## src/rtl/saa_pkg.sv

```systemverilog
// saa_pkg: shared types and period arithmetic for the SAA tone bank
package saa_pkg;
    localparam int CFG_FREQ_W = 16;
    localparam int CFG_OCT_W = 4;

    typedef enum logic {IDLE, SWEEP} sweep_state_t;

    typedef struct packed {
        logic [CFG_FREQ_W-1:0] freq;
        logic [CFG_OCT_W-1:0]  oct;
    } chan_cfg_t;

    function automatic int cnt_width(input int freq_w, input int oct_w);
        return freq_w + 1 + (1 << oct_w);
    endfunction

    // Reload value; a channel toggles every period+1 ticks
    function automatic logic [31:0] period(input logic [31:0] f, input logic [31:0] o,
                                           input int freq_w, input int oct_w);
        return ((((32'd1 << (freq_w + 1)) - 32'd1 - f) << ((32'd1 << oct_w) - o)) - 32'd1);
    endfunction
endpackage

```

## src/rtl/saa_tone_bank.sv

```systemverilog
// saa_tone_bank: time-multiplexed square-wave tone channels with staged frequency updates
module saa_tone_bank
    import saa_pkg::*;
#(
    parameter int CHANNELS = 6,
    parameter int FREQ_W = 8,
    parameter int OCT_W = 3,
    localparam int IDX_W = CHANNELS > 1 ? $clog2(CHANNELS) : 1
) (
    input  logic                clk_sys,
    input  logic                rst_n,
    input  logic                ce,
    input  logic                sync,
    input  logic                wr,
    input  logic [IDX_W-1:0]    wr_ch,
    input  logic [FREQ_W-1:0]   wr_freq,
    input  logic [OCT_W-1:0]    wr_oct,
    output logic [CHANNELS-1:0] tone,
    output logic [CHANNELS-1:0] pulse,
    output logic                busy,
    output logic                overrun
);
    localparam int CNT_W = cnt_width(FREQ_W, OCT_W);
    localparam logic [CNT_W-1:0] RST_CNT = CNT_W'(period(32'd0, 32'd0, FREQ_W, OCT_W));

    sweep_state_t     state, state_nxt;
    logic [IDX_W-1:0] idx, idx_nxt;
    logic [CNT_W-1:0] count [CHANNELS];
    logic [CNT_W-1:0] reload [CHANNELS];
    chan_cfg_t        staged [CHANNELS];
    chan_cfg_t        staged_nxt [CHANNELS];
    logic [CNT_W-1:0] cur;
    logic             last;

    assign busy = state == SWEEP;
    assign cur = count[idx];
    assign last = idx == IDX_W'(CHANNELS - 1);

    // Incoming writes bypass into the reload value of the same cycle
    always_comb begin
        for (int c = 0; c < CHANNELS; c++) begin
            staged_nxt[c] = staged[c];
            if (wr && wr_ch == IDX_W'(c)) begin
                staged_nxt[c].freq = CFG_FREQ_W'(wr_freq);
                staged_nxt[c].oct = CFG_OCT_W'(wr_oct);
            end
            reload[c] = CNT_W'(period(32'(staged_nxt[c].freq), 32'(staged_nxt[c].oct), FREQ_W, OCT_W));
        end
    end

    always_comb begin
        state_nxt = state;
        idx_nxt = '0;
        if (sync)
            state_nxt = IDLE;
        else if (state == IDLE)
            state_nxt = ce ? SWEEP : IDLE;
        else begin
            state_nxt = last ? IDLE : SWEEP;
            idx_nxt = last ? '0 : idx + 1'b1;
        end
    end

    always_ff @(posedge clk_sys or negedge rst_n) begin
        if (!rst_n) begin
            state <= IDLE;
            idx <= '0;
        end else begin
            state <= state_nxt;
            idx <= idx_nxt;
        end
    end

    always_ff @(posedge clk_sys or negedge rst_n) begin
        if (!rst_n) begin
            tone <= '0;
            pulse <= '0;
            overrun <= 1'b0;
            for (int c = 0; c < CHANNELS; c++) begin
                count[c] <= RST_CNT;
                staged[c] <= '0;
            end
        end else begin
            overrun <= overrun | (ce & busy);
            pulse <= '0;
            for (int c = 0; c < CHANNELS; c++)
                staged[c] <= staged_nxt[c];
            if (sync) begin
                tone <= '0;
                for (int c = 0; c < CHANNELS; c++)
                    count[c] <= reload[c];
            end else if (busy) begin
                if (cur == '0) begin
                    count[idx] <= reload[idx];
                    tone[idx] <= ~tone[idx];
                    pulse[idx] <= 1'b1;
                end else
                    count[idx] <= cur - 1'b1;
            end
        end
    end
endmodule

```

## config.mk

```make
export PLATFORM = sky130hd
export DESIGN_NAME = saa_tone_bank
export DESIGN_NICKNAME = d
export VERILOG_FILES = /design/src/rtl/saa_pkg.sv /design/src/rtl/saa_tone_bank.sv
export SDC_FILE = /design/constraint.sdc
export NUM_CORES = 1
export LEC_CHECK = 0
export CAP_MARGIN = 40
export CORE_UTILIZATION = 45
export DETAILED_ROUTE_END_ITERATION = 10
export GPL_ROUTABILITY_DRIVEN = 1
export PLACE_DENSITY_LB_ADDON = 0.25
export SETUP_SLACK_MARGIN = 0.15
export SYNTH_ARGS = -nofsm -noshare
export SYNTH_HDL_FRONTEND = slang
export SYNTH_SLANG_ARGS = --single-unit
```

## constraint.sdc

```tcl
create_clock -name clk_sys -period 5.3 [get_ports clk_sys]
set_input_delay 1.325 -clock clk_sys [delete_from_list [all_inputs] [get_ports clk_sys]]
set_output_delay 1.325 -clock clk_sys [all_outputs]
set_load 0.03 [all_outputs]
```

---- After elaboration in Yosys (flattened, before gate mapping) ----
Index checks and enable logic that the tools add are counted.
word-level totals
  logic and storage cells ................. 113
  output and inout bits ................... 14
  input bits .............................. 19
  bits in registers ....................... 239
operators by class
  shift-type cells ........................ 6
  bitwise gates (word level) .............. 4
  add/sub/neg operators ................... 20
  multiplexer cells ....................... 37
  reduce and logical (&&, ||, !) cells .... 13
  equality and inequality tests ........... 6
  order comparisons ....................... 4
operator list
  cell                                                        count
  two-way mux 102 bit                                         3
  bitwise mux 102 bit                                         2
  left shift 32 x 32 -> 17 bit                                6
  two-way mux 20 bit                                          6
  subtractor 17 x 1 -> 17 bit, second input constant          7
  binary-select mux 17 bit (select 3 bit)                     2
  subtractor 9 x 16 -> 17 bit, first input constant           6
  two-way mux 17 bit                                          5
  demux 17 bit (select 3 bit)                                 1
  two-way mux 6 bit                                           6
  subtractor 4 x 4 -> 5 bit, first input constant             6
  zero test 17 bit                                            1
  equality test 3 bit, second input constant                  3
  two-way mux 3 bit                                           3
  logical AND 1 bit                                           8
  bitwise mux 6 bit                                           1
  equality test 3 x 2 -> 1 bit, second input constant         2
  two-way mux 1 bit                                           6
  >= comparator 4 bit, second input constant                  1
  less-than comparator 3 x 4 -> 1 bit, second input constant  1
  less-than comparator 4 x 1 -> 1 bit, second input constant  1
  NOT 3 -> 4 bit                                              1
  nonzero test 2 bit                                          2
  adder 3 x 1 -> 3 bit, second input constant                 1
  other kinds (9)                                             9

---- Depth between registers and ports, before layout ----
  word-level depth ........................ 13
  mapped depth ............................ 28

---- Least setup slack after synthesis ----
Ideal clock, no wire load.
  path kind ............................... input port to flip-flop
  start ................................... input port wr_ch[2]
  end ..................................... register count[31] (netlist bit)
  setup slack ............................. -1.001 ns
  path buffers ............................ 7
  arrival ................................. 6.228 ns
  required time ........................... 5.227 ns
  cell stages on the path ................. 24
  cell sequence ........................... buf_2 > nand4bb_1 > buf_4 > buf_2 > buf_1 > clkbuf_1 > nor2_1 > a21o_1 > inv_1 > ha_1 > nand2b_1 > buf_2 > a21o_1 > nand2_1 > clkbuf_1 > mux4_2 > a2111o_1 > a211oi_1 > nand3_1 > xor2_1 > a2111oi_1 > a21oi_1 > o31a_1 > a21oi_1
RTL lines
  item                            line                 RTL
  start: declaration              saa_tone_bank.sv:15  input logic [IDX_W-1:0] wr_ch,
  end signal: indexed assignment  saa_tone_bank.sv:91  count[c] <= reload[c];
  end signal: indexed assignment  saa_tone_bank.sv:94  count[idx] <= reload[idx];
  end signal: indexed assignment  saa_tone_bank.sv:98  count[idx] <= cur - 1'b1;
  end: declaration                saa_tone_bank.sv:28  logic [CNT_W-1:0] count [CHANNELS];

---- Worst setup path in the final report ----
  start ................................... input port wr_ch[2]
  end ..................................... register count[97] (netlist bit)
between the ends
  longest elaborated chain between the ends .. 13
RTL lines
  item                                                                             line                 RTL
  equality test 3 bit, or another cell as far along                                saa_tone_bank.sv:43  if (wr && wr_ch == IDX_W'(c)) begin
  logical AND 1 bit                                                                saa_tone_bank.sv:43
  two-way mux 20 bit                                                               saa_tone_bank.sv:43
  subtractor 9 x 16 -> 17 bit / subtractor 4 x 4 -> 5 bit (equally long branches)  saa_pkg.sv:20        return ((((32'd1 << (freq_w + 1)) - 32'd1 - f) << ((32'd1 << oct_w) - o)) - 32'd1);
  left shift 32 x 32 -> 17 bit                                                     saa_pkg.sv:20
  subtractor 17 x 1 -> 17 bit                                                      saa_pkg.sv:20
  binary-select mux 17 bit (select 3 bit)                                          saa_tone_bank.sv:94
  two-way mux 17 bit (implied by the code) (2 in a row)                            saa_tone_bank.sv:94
  bitwise mux 102 bit                                                              saa_tone_bank.sv:94
  two-way mux 102 bit                                                              saa_tone_bank.sv:93  if (cur == '0) begin
  two-way mux 102 bit                                                              saa_tone_bank.sv:92  end else if (busy) begin
  two-way mux 102 bit (*)                                                          saa_tone_bank.sv:88  if (sync) begin
Every way passes the cells marked *; elsewhere a longest branch is shown, timed or not. The select of a mux whose other input is x is not followed.
A chain may end at the register's enable or synchronous reset.

==> impl_metrics.toml <==
[power]
power_uw = 15800
ir_drop_mv = 0.296
p_leak_uw = 0.0140
power_density_nw_per_um2 = 506

[run]
cap_violations = 0

[place]
dpl.hpwl_mm = 78.2
gp_congestion = 1.02
port_buffers = 32

[clocking]
cts_tree = "done"
cts_sinks = 239
htree_levels = 1
cts_buffer_depth = 3
clock_latency_ps = 640
hold_buffers = 0
root_buffer = "clkbuf_16"
clk_pin_slew_ps = 60
numCtsBuffers = 31

[final_layout]
area_growth_pct = 39.7
drive_above_1_share_pct = 37.0
fillers = 4290
multi_input_area_sq_um = 16300
final_nets = 3493
diodes = 0
fin_util_pct = 63.6
seqCellArea_sq_um = 6100

[die]
die_width_microns = 225
fp-row-count = 81
core_area_sq_um = 49000
dieArea_sq_um = 50400
io_pins = 33
die_h_microns = 225
initial_core_util_pct = 45.5

[detailed_routing]
drc = 0
drt-pass1-iter-count = 7
vias = 26100
first_iter_violations = 3061
wirelength_mm = 101
ant_nets = 0
avgViaCountPerCell = 6.31
wire_per_inst_microns = 24.3

[sta]
finalClockSkew_ps = 34.8
period_needed_ps = 5010
min_period_over_period_pct = 94.6
worst_slew_pin_slew_ps = 953
setup_viol = 0
rsz0062_at_grt = "no"
slew-limit-headroom_pct = 36.3
hold_slack_ps = 471
fmax_mhz = 199
slew_violations = 0
hold_viol = 0

[critical_path]
critPathKind = "input pin to flop"
cpPeakStageDelay_ps = 500
endpoint_kind = "flop"
cp_slowest_cell = "mux4_2"
cp_max_fo = 8
critPathLaunchType = "input pin"
arrival_ps = 5570
cp.required_ps = 5860
reg2reg_depth = 16
cp_cell_sequence = "clkbuf_2, buf_6, buf_8, nor4bb_4, buf_6, mux2i_4, ha_4, nand2b_4, a21oi_4, buf_6, o211ai_1, o211ai_1, buf_4, a211oi_4, and2_4, nand4b_1, xor2_2, mux4_2, a31o_4, nor2_2, o21ai_1"
worst_path_most_repeated_cell = "buf_6"

[synthesis]
yosysWarnings = 0
synthCells = 2809
yosysSeqAreaShare_pct = 27.4
synth-simple-area-share_pct = 22.8
syn-num-nets = 2847
yosys.area_share.adder_pct = 1.07
synthXorXnorAreaFrac_pct = 3.46
ys_types = 96
yosysTopAreaCell = "dfrtp_1"
yosys_register_bits = 239
synthFlopType = "dfrtp_1"
synth_top_family_by_area = "compound AO/OA/AOI/OAI gates"
synth_edf_count = 0
synth_most_common_cell = "nand2_1"
synth_common_cells = "nand2_1, nor2_1, a21oi_1"
async_flop_share_pct = 100
yosys-top-cells-area = "dfrtp_1, dfstp_2, nand2_1"
netlist_area_sq_um = 22300
post_synth.cell_area_avg_sq_um = 7.94
synth_top_cell_area_share_pct = 16.1
muxShareOfSynthArea_pct = 12.9
synth_compound_area_share_pct = 27.3

[grt]
grt_start_max_net_pins = 96
antenna_found_initial = 0
grt_pass1_vias = 25600
grt_first_pass_wirelength_mm = 153
grt_usage_pct = 39.5
overflow = 0

[hold_path]
hp-class = "flop to flop"
holdPathStages = 1

[status]
run_status = "completed"
[layer usage]
layer,part of all wire (%),track usage (%),vias to the layer above
li1,-,-,11800
met4,6.2,20.7,0
met5,0,0,-
met3,8.5,6.94,330
met2,44,62.2,1359
met1,41,51.7,12600
[repair_timing]
item	4_1_cts	5_1_grt
gates cloned	0	1
buffers inserted	11	26
setup endpoints to repair	84	83
gates resized for setup	45	100
pin swaps	21	66
[worst paths after layout]
kind / startpoint / endpoint / slack [ps]
hold / removal: overrun / overrun / 470
setup / recovery: wr_ch[2] / count[97] / 290
hold reg to reg: overrun / overrun / 470
setup reg to reg: idx[0] / count[56] / 490
max in group asynchronous: rst_n / count[78] / 3560
min in group asynchronous: rst_n / staged[20] / 650
[per-stage QoR]
step | TNS [ps] | cells | setup slack, ps | instance area [sq um]
finish | 0 | 4144 | 287 | 31100
global route | 0 | 4144 | 142 | 31100
global placement | -59140 | 4044 | -857 | 29100
CTS | 0 | 4117 | 179 | 30500
detailed placement | -66450 | 4048 | -945 | 29200
floorplan | -2110 | 2809 | -126 | 23300
[power breakdown]
group,total [uW],switching [uW],leakage (uW),internal (uW)
combinational,10800,5550,0.0106,5210
clock,2140,940,0.000502,1200
sequential,2860,352,0.00289,2510
total,15800,6850,0.0140,8920
[registers in the layout, indices dropped and copies added, names as in the netlist]
name / flops
busy: 1
staged: 120
idx: 3
tone: 6
pulse: 6
overrun: 1
count: 102
[cells in the final DEF (no fill, tap or decap), drive strengths merged, types with 17 or more instances in the layout]
cell	instances
a2111oi	17
a211oi	52
a21o	35
a21oi	177
a221o	17
a221oi	21
a22oi	53
a31oi	47
and2	54
and3	45
buf	812
clkbuf	45
clkdlybuf4s50	24
dfrtp	143
dfstp	96
ha	19
inv	67
mux2	66
mux2i	134
mux4	34
nand2	434
nand2b	39
nand3	78
nand4	17
nor2	197
nor2b	18
nor3	73
nor4	19
o211ai	43
o21ai	137
o22ai	28
o31ai	41
or3	24
xnor2	60
xor2	28
[logic make-up after synthesis]
| logic type | count (synthesis) |
|---|---|
| flip-flops | 239 |
| AND/OR/NAND/NOR | 1066 |
| AO/OA/AOI/OAI | 868 |
| buffers and inverters | 295 |
| multiplexers | 234 |
| XOR/XNOR | 88 |
| adder cells (fa/ha/maj) | 19 |
[critical path: cells and delay by family]
| family | cells | cell delay, ps |
|---|---|---|
| AOI/OAI and AO/OA | 6 | 1240 |
| and+or+nand+nor | 5 | 910 |
| buffers and inverters | 6 | 860 |
| muxes | 2 | 770 |
| adders and majority gates | 1 | 220 |
| xor gates and xnor gates | 1 | 220 |
[final cells by class]
type,instances,share of cell area [%]
clock buffer,41,2.78
clock inverter,17,0.454
inverter,67,0.828
multi-input combinational,2275,52.4
sequential,239,19.6
tap,664,2.67
timing repair buffer,841,21.3
No activity file was read; power rests on OpenSTA's default activity.
